### src/rtl/mmu_sram_bridge_pkg.sv
// Shared constants and FSM encoding for the 64-bit host to 16-bit SRAM bridge.
package mmu_sram_bridge_pkg;
  localparam int BEATS   = 4;
  localparam int BEAT_W  = 2;
  localparam int HOST_DW = 64;
  localparam int SRAM_DW = 16;

  typedef enum logic [1:0] {
    ST_IDLE = 2'd0,
    ST_BEAT = 2'd1,
    ST_TAIL = 2'd2
  } state_e;
endpackage

### src/rtl/mmu_sram_bridge.sv
// Splits one 64-bit host access into four 16-bit SRAM beats plus a tail cycle
// that collects the last read word, then pulses done.
module mmu_sram_bridge
  import mmu_sram_bridge_pkg::*;
#(
  parameter int ADDR_W = 16
) (
  input  logic                clk,
  input  logic                reset,
  input  logic                en,
  input  logic                we,
  input  logic [ADDR_W-1:0]   addr,
  input  logic                be7n,
  input  logic                be6n,
  input  logic                be5n,
  input  logic                be4n,
  input  logic                be3n,
  input  logic                be2n,
  input  logic                be1n,
  input  logic                be0n,
  input  logic [HOST_DW-1:0]  data_in,
  output logic [HOST_DW-1:0]  data_out,
  output logic                busy,
  output logic                done,
  output logic [ADDR_W-2:0]   sram_addr,
  output logic                sram_en,
  output logic                sram_we,
  output logic [1:0]          sram_be_n,
  output logic [SRAM_DW-1:0]  sram_wdata,
  input  logic [SRAM_DW-1:0]  sram_rdata,
  output state_e              dbg_state,
  output logic [BEAT_W-1:0]   dbg_beat
);

  state_e                     state_q, state_d;
  logic [BEAT_W-1:0]          beat_q, beat_d;
  logic [ADDR_W-4:0]          waddr_q, waddr_d;
  logic                       we_q, we_d;
  logic [HOST_DW-1:0]         data_q, data_d;
  logic [7:0]                 ben_q, ben_d;
  logic [3*SRAM_DW-1:0]       rbuf_q, rbuf_d;
  logic [HOST_DW-1:0]         dout_q, dout_d;
  logic                       done_q, done_d;
  logic [1:0]                 lanes_n;
  logic                       unused_addr_lsb;

  assign unused_addr_lsb = ^addr[2:0];

  always_comb begin
    state_d = state_q;
    beat_d  = beat_q;
    waddr_d = waddr_q;
    we_d    = we_q;
    data_d  = data_q;
    ben_d   = ben_q;
    rbuf_d  = rbuf_q;
    dout_d  = dout_q;
    done_d  = 1'b0;
    case (state_q)
      ST_IDLE: begin
        if (en) begin
          waddr_d = addr[ADDR_W-1:3];
          we_d    = we;
          data_d  = data_in;
          ben_d   = {be7n, be6n, be5n, be4n, be3n, be2n, be1n, be0n};
          beat_d  = '0;
          state_d = ST_BEAT;
        end
      end
      ST_BEAT: begin
        // SRAM returns the previous beat's word; shift it in from the top.
        if (!we_q && beat_q != '0)
          rbuf_d = {sram_rdata, rbuf_q[3*SRAM_DW-1:SRAM_DW]};
        if (beat_q == BEAT_W'(BEATS - 1)) state_d = ST_TAIL;
        else                               beat_d  = beat_q + 1'b1;
      end
      ST_TAIL: begin
        if (!we_q) dout_d = {sram_rdata, rbuf_q};
        beat_d  = '0;
        done_d  = 1'b1;
        state_d = ST_IDLE;
      end
      default: state_d = ST_IDLE;
    endcase
  end

  always_comb begin
    lanes_n    = {ben_q[{beat_q, 1'b1}], ben_q[{beat_q, 1'b0}]};
    sram_en    = (state_q == ST_BEAT);
    sram_addr  = {waddr_q, beat_q};
    sram_wdata = data_q[{beat_q, 4'b0000} +: SRAM_DW];
    sram_we    = 1'b0;
    sram_be_n  = 2'b11;
    if (sram_en) begin
      sram_we   = we_q && (lanes_n != 2'b11);
      sram_be_n = we_q ? lanes_n : 2'b00;
    end
  end

  always_ff @(posedge clk) begin
    if (reset) begin
      state_q <= ST_IDLE;
      beat_q  <= '0;
      waddr_q <= '0;
      we_q    <= 1'b0;
      data_q  <= '0;
      ben_q   <= 8'hFF;
      rbuf_q  <= '0;
      dout_q  <= '0;
      done_q  <= 1'b0;
    end else begin
      state_q <= state_d;
      beat_q  <= beat_d;
      waddr_q <= waddr_d;
      we_q    <= we_d;
      data_q  <= data_d;
      ben_q   <= ben_d;
      rbuf_q  <= rbuf_d;
      dout_q  <= dout_d;
      done_q  <= done_d;
    end
  end

  assign data_out  = dout_q;
  assign busy      = (state_q != ST_IDLE);
  assign done      = done_q;
  assign dbg_state = state_q;
  assign dbg_beat  = beat_q;

endmodule

### config.mk
export PLATFORM = sky130hd
export DESIGN_NAME = mmu_sram_bridge
export DESIGN_NICKNAME = d
export VERILOG_FILES = /design/src/rtl/mmu_sram_bridge_pkg.sv /design/src/rtl/mmu_sram_bridge.sv
export SDC_FILE = /design/constraint.sdc
export NUM_CORES = 1
export LEC_CHECK = 0
export ABC_AREA = 0
export CAP_MARGIN = 20
export CORE_UTILIZATION = 48
export DETAILED_ROUTE_END_ITERATION = 6
export MAX_ROUTING_LAYER = met4
export PLACE_DENSITY = 0.84
export SLEW_MARGIN = 20
export SYNTH_ARGS = -nofsm -noshare
export SYNTH_HDL_FRONTEND = slang
export SYNTH_SLANG_ARGS = --single-unit
### constraint.sdc
create_clock -name clk -period 2.35 [get_ports clk]
set_input_delay 0.705 -clock clk [delete_from_list [all_inputs] [get_ports clk]]
set_output_delay 0.705 -clock clk [all_outputs]
set_load 0.005 [all_outputs]
==> impl_results.rst <==
.. list-table::
   :header-rows: 1

   * - Metric
     - Value
   * - Synthesis Warnings
     - 0
   * - Synthesized Nets
     - 1,032
   * - Number of buffers inserted during clock tree synthesis
     - 21
   * - Post-synth top cells
     - 403 x sky130_fd_sc_hd__nand2_1, 203 x sky130_fd_sc_hd__dfxtp_1, 194 x sky130_fd_sc_hd__a21oi_1
   * - Proportion of netlist area held by the largest area contributor
     - 0.537
   * - Async set-or-reset flop fraction in the synthesized netlist
     - 0
   * - Transition time of the tightest slew-check pin
     - 0.655 ns
   * - Clk root buf
     - sky130_fd_sc_hd__clkbuf_16
   * - Power per cell area
     - 712 nW/µm²
   * - Post-synthesis cell count
     - 922
   * - Leak Pwr
     - 3.78 nW
   * - IO Count
     - 213
   * - Maximum clock skew at final layout
     - 0.00759 ns
   * - Initial Util
     - 0.494
   * - Final period utilization
     - 1.09
   * - Floorplan core area
     - 15,300 µm²
   * - Horizontal die dimension
     - 128 µm
   * - Slew margin rel.
     - 0.564
   * - Met2 Use GR
     - 0.447
   * - Total number of H-tree levels
     - 1
   * - Largest net degree at the start of global routing
     - 76
   * - Most common flop cell mapped by yosys
     - sky130_fd_sc_hd__dfxtp_1
   * - Maximum fanout encountered on the critical timing path
     - 5
   * - Met3 layer usage reported by global route
     - 0.0565
   * - Crit Reg-Reg Startpoint
     - dbg_beat[0]
   * - Sequential share of the synthesized area
     - 0.537
   * - Number of failing hold endpoints at the final stage
     - 0
   * - Pre-CTS WS
     - -0.0769 ns
   * - Worst path required time
     - 1.64 ns
   * - Max clock buf depth
     - 3
   * - Outcome
     - finished with violations
   * - Endpoint of the worst setup timing path
     - sram_we
   * - Number of enable-type register cells in the synthesized netlist
     - 0
   * - Violations in the final reports
     - setup timing
   * - Y dimension of the die
     - 128 µm
   * - Area of the mapped netlist
     - 7570 µm²
   * - Minimum hold slack
     - 0.451 ns
   * - Slack of the worst reg-to-reg path
     - 0.38 ns
   * - Grt total ovfl
     - 0
   * - Antenna violations before repair
     - 0
   * - Sum of net half-perimeters after detailed placement
     - 12.9 mm
   * - Detailed-routing iteration count for the pre-antenna-repair pass
     - 5
   * - Global-route wire length before repair
     - 31.5 mm
   * - CP arrival
     - 1.86 ns
   * - Final Net Count
     - 1,222
   * - Count of clock tree sinks
     - 203
   * - Worst r2r dst
     - rbuf_q[10]
   * - VDD IR-drop max
     - 495 µV
   * - Unrepaired setup endpoints after global routing
     - yes
   * - Via count normalized by instance count
     - 5.11
   * - Leading cell types by total area after synthesis
     - sky130_fd_sc_hd__dfxtp_1 54%, sky130_fd_sc_hd__nand2_1 20%, sky130_fd_sc_hd__a21oi_1 13%
   * - Type of the setup path with the least slack
     - flip-flop to primary output
   * - Wire length per cell
     - 14.6 µm
   * - Number of slew-limit violations in the final report
     - 0
   * - M1 GR Usage
     - 0.276
   * - Detailed router's first-iteration violation count
     - 412
   * - Count of input and output buffers
     - 209
   * - Minimum clock period
     - 2.57 ns
   * - Count of vias placed by the detailed router
     - 6,823
   * - Wirelength, routed
     - 19.5 mm
   * - Classification of the worst-slack hold path
     - flip-flop to flip-flop
   * - Standard-cell row count
     - 45
   * - Via count of the first global-routing pass
     - 6,661
   * - Number of synthesized register bits
     - 203
   * - Total of hold buffers inserted after clock tree synthesis
     - 0
   * - Dominant cell by count in the synthesized netlist
     - sky130_fd_sc_hd__nand2_1
   * - Clock input transition at the sequential cells of the worst setup and hold paths
     - 0.06 ns
   * - Origin of the worst setup path
     - dbg_beat[0]
   * - Final Worst Setup Slack
     - -0.217 ns
   * - Later-pin clock latency in the skew report
     - 0.49 ns
   * - Antenna cells
     - 0
   * - Critical Path End Type
     - primary output
   * - Final core utilization
     - 0.691
   * - Total DRC errors in the routed layout
     - 0
   * - TritonCTS clock tree
     - built
   * - Total placed cells including tap cells
     - 1,293
   * - Area of combinational cells with multiple inputs
     - 3160 µm²
   * - Layout-stage area growth over the synthesis result
     - 39.9%
   * - TNS Setup
     - -1.81 ns
   * - Filler Cells Inserted
     - 1,242
   * - Share of cells above drive strength 1
     - 0.103
   * - Highest achievable clock rate
     - 390 MHz
   * - Non-filler cells in the finished layout
     - 1,335
   * - Final setup violating endpoints
     - 19
   * - Die area
     - 16,300 µm²
   * - Busiest metal layer after global routing
     - met2
   * - Post-route antenna net violation count
     - 0
   * - Yosys top cell by area
     - sky130_fd_sc_hd__dfxtp_1
   * - Type of element launching the critical path
     - flip-flop
   * - GRT Overall Usage
     - 0.248
   * - Mean Syn Cell Area
     - 8.21 µm²
   * - Number of distinct library cells after synthesis
     - 25
   * - Total of max-cap violations
     - 0
   * - Footprint of the flip-flops and latches
     - 4070 µm²
   * - Worst reg2reg path depth
     - 6
   * - Global placer's final weighted congestion
     - 0.800
sequential cells by signal, summed over array words and instances, names as in the netlist:
signal and count:
data_out 64, data_q 64, rbuf_q 48, waddr_q 13, ben_q 8, dbg_beat 2, dbg_state 2, done 1
we_q 1
timing repair:
action	CTS	global route
cloned	2	0
endpoints found under the hold margin	0	0
pin swaps	4	1
buffers inserted	7	0
gates resized for setup	93	2
endpoints found under the setup margin	25	21
placed cells by master (no fill, tap or decap):
cell type	synthesis	layout
sky130_fd_sc_hd__nand2_1	403	403
sky130_fd_sc_hd__dfxtp_1	203	200
sky130_fd_sc_hd__a21oi_1	194	193
sky130_fd_sc_hd__clkdlybuf4s50_1	0	185
sky130_fd_sc_hd__clkbuf_16	0	21
sky130_fd_sc_hd__mux4_2	18	18
sky130_fd_sc_hd__buf_2	26	17
sky130_fd_sc_hd__buf_4	7	15
sky130_fd_sc_hd__buf_12	0	13
sky130_fd_sc_hd__nand3b_1	9	9
sky130_fd_sc_hd__buf_6	3	7
sky130_fd_sc_hd__clkbuf_8	0	5
sky130_fd_sc_hd__clkinv_2	0	5
sky130_fd_sc_hd__dlygate4sd2_1	0	4
sky130_fd_sc_hd__or3b_2	1	3
sky130_fd_sc_hd__nor3b_1	4	3
sky130_fd_sc_hd__inv_1	2	2
sky130_fd_sc_hd__ha_1	2	2
sky130_fd_sc_hd__clkbuf_1	37	2
sky130_fd_sc_hd__dfxtp_4	0	2
sky130_fd_sc_hd__nor2b_2	0	1
sky130_fd_sc_hd__or2_2	1	1
sky130_fd_sc_hd__a21oi_2	0	1
sky130_fd_sc_hd__nor3b_4	0	1
sky130_fd_sc_hd__nor4b_4	1	1
sky130_fd_sc_hd__or4b_4	1	1
sky130_fd_sc_hd__nor3b_2	1	1
sky130_fd_sc_hd__nand2b_1	1	1
sky130_fd_sc_hd__o21bai_1	1	1
sky130_fd_sc_hd__o21a_1	1	1
sky130_fd_sc_hd__and3b_1	1	1
sky130_fd_sc_hd__a21o_1	1	1
sky130_fd_sc_hd__inv_6	0	1
sky130_fd_sc_hd__bufinv_16	0	1
sky130_fd_sc_hd__dfxtp_2	0	1
logic make-up (layout without fill, tap and decap cells):
kind of cell / after synthesis / count (layout) / share of synthesized area
compound gates: 197 / 197 / 0.131
fa+ha+maj: 2 / 2 / 0.00331
buf+inv: 76 / 278 / 0.0484
flops: 203 / 203 / 0.537
mux: 18 / 18 / 0.0536
simple gates: 426 / 426 / 0.226
through the flow:
stage	total power, mW	area [µm²]
after global routing	7.81	10600
after global placement	4.39	9900
after detailed placement	4.41	9900
after floorplan	4.01	7570
after CTS	7.61	10600
final	7.53	10600
per-layer routing:
metal  part of all wire  vias up
li1                   -     3389
met1               0.40     3193
met2               0.51      207
met3              0.067       34
met4              0.022        0
met5                  0        -
area by class of cell:
class,count,area share
clock buffer,28,0.0568
sequential,203,0.385
timing repair buffer,241,0.229
clock inverter,7,0.00603
multi-input combinational,643,0.298
inverter,2,0.000709
tap,211,0.0249
worst min-delay path by stage:
| stage | start | slack, ns | depth (start not counted) | to |
|---|---|---|---|---|
| floorplan | rbuf_q[0] | 0.43 | 2 | data_out[0] |
| global placement | data_q[48] | 0.44 | 2 | data_q[48] |
| detailed placement | data_q[45] | 0.44 | 2 | data_q[45] |
| CTS | data_q[45] | 0.45 | 2 | data_q[45] |
| global route | rbuf_q[15] | 0.47 | 2 | data_out[15] |
| finish | data_q[37] | 0.45 | 2 | data_q[37] |
where the power goes:
group,total [mW],internal (mW),switching [mW]
Clock,3.20,1.90,1.30
Combinational,0.731,0.404,0.327
Sequential,3.60,3.55,0.0579
worst max-delay path, stage by stage, from the launching register on:
cell	delay [ns]
sky130_fd_sc_hd__dfxtp_4	0.41
sky130_fd_sc_hd__buf_12	0.12
sky130_fd_sc_hd__buf_6	0.08
sky130_fd_sc_hd__mux4_2	0.51
sky130_fd_sc_hd__a21oi_2	0.12
sky130_fd_sc_hd__buf_2	0.13
(Power assumes the default switching activity.)
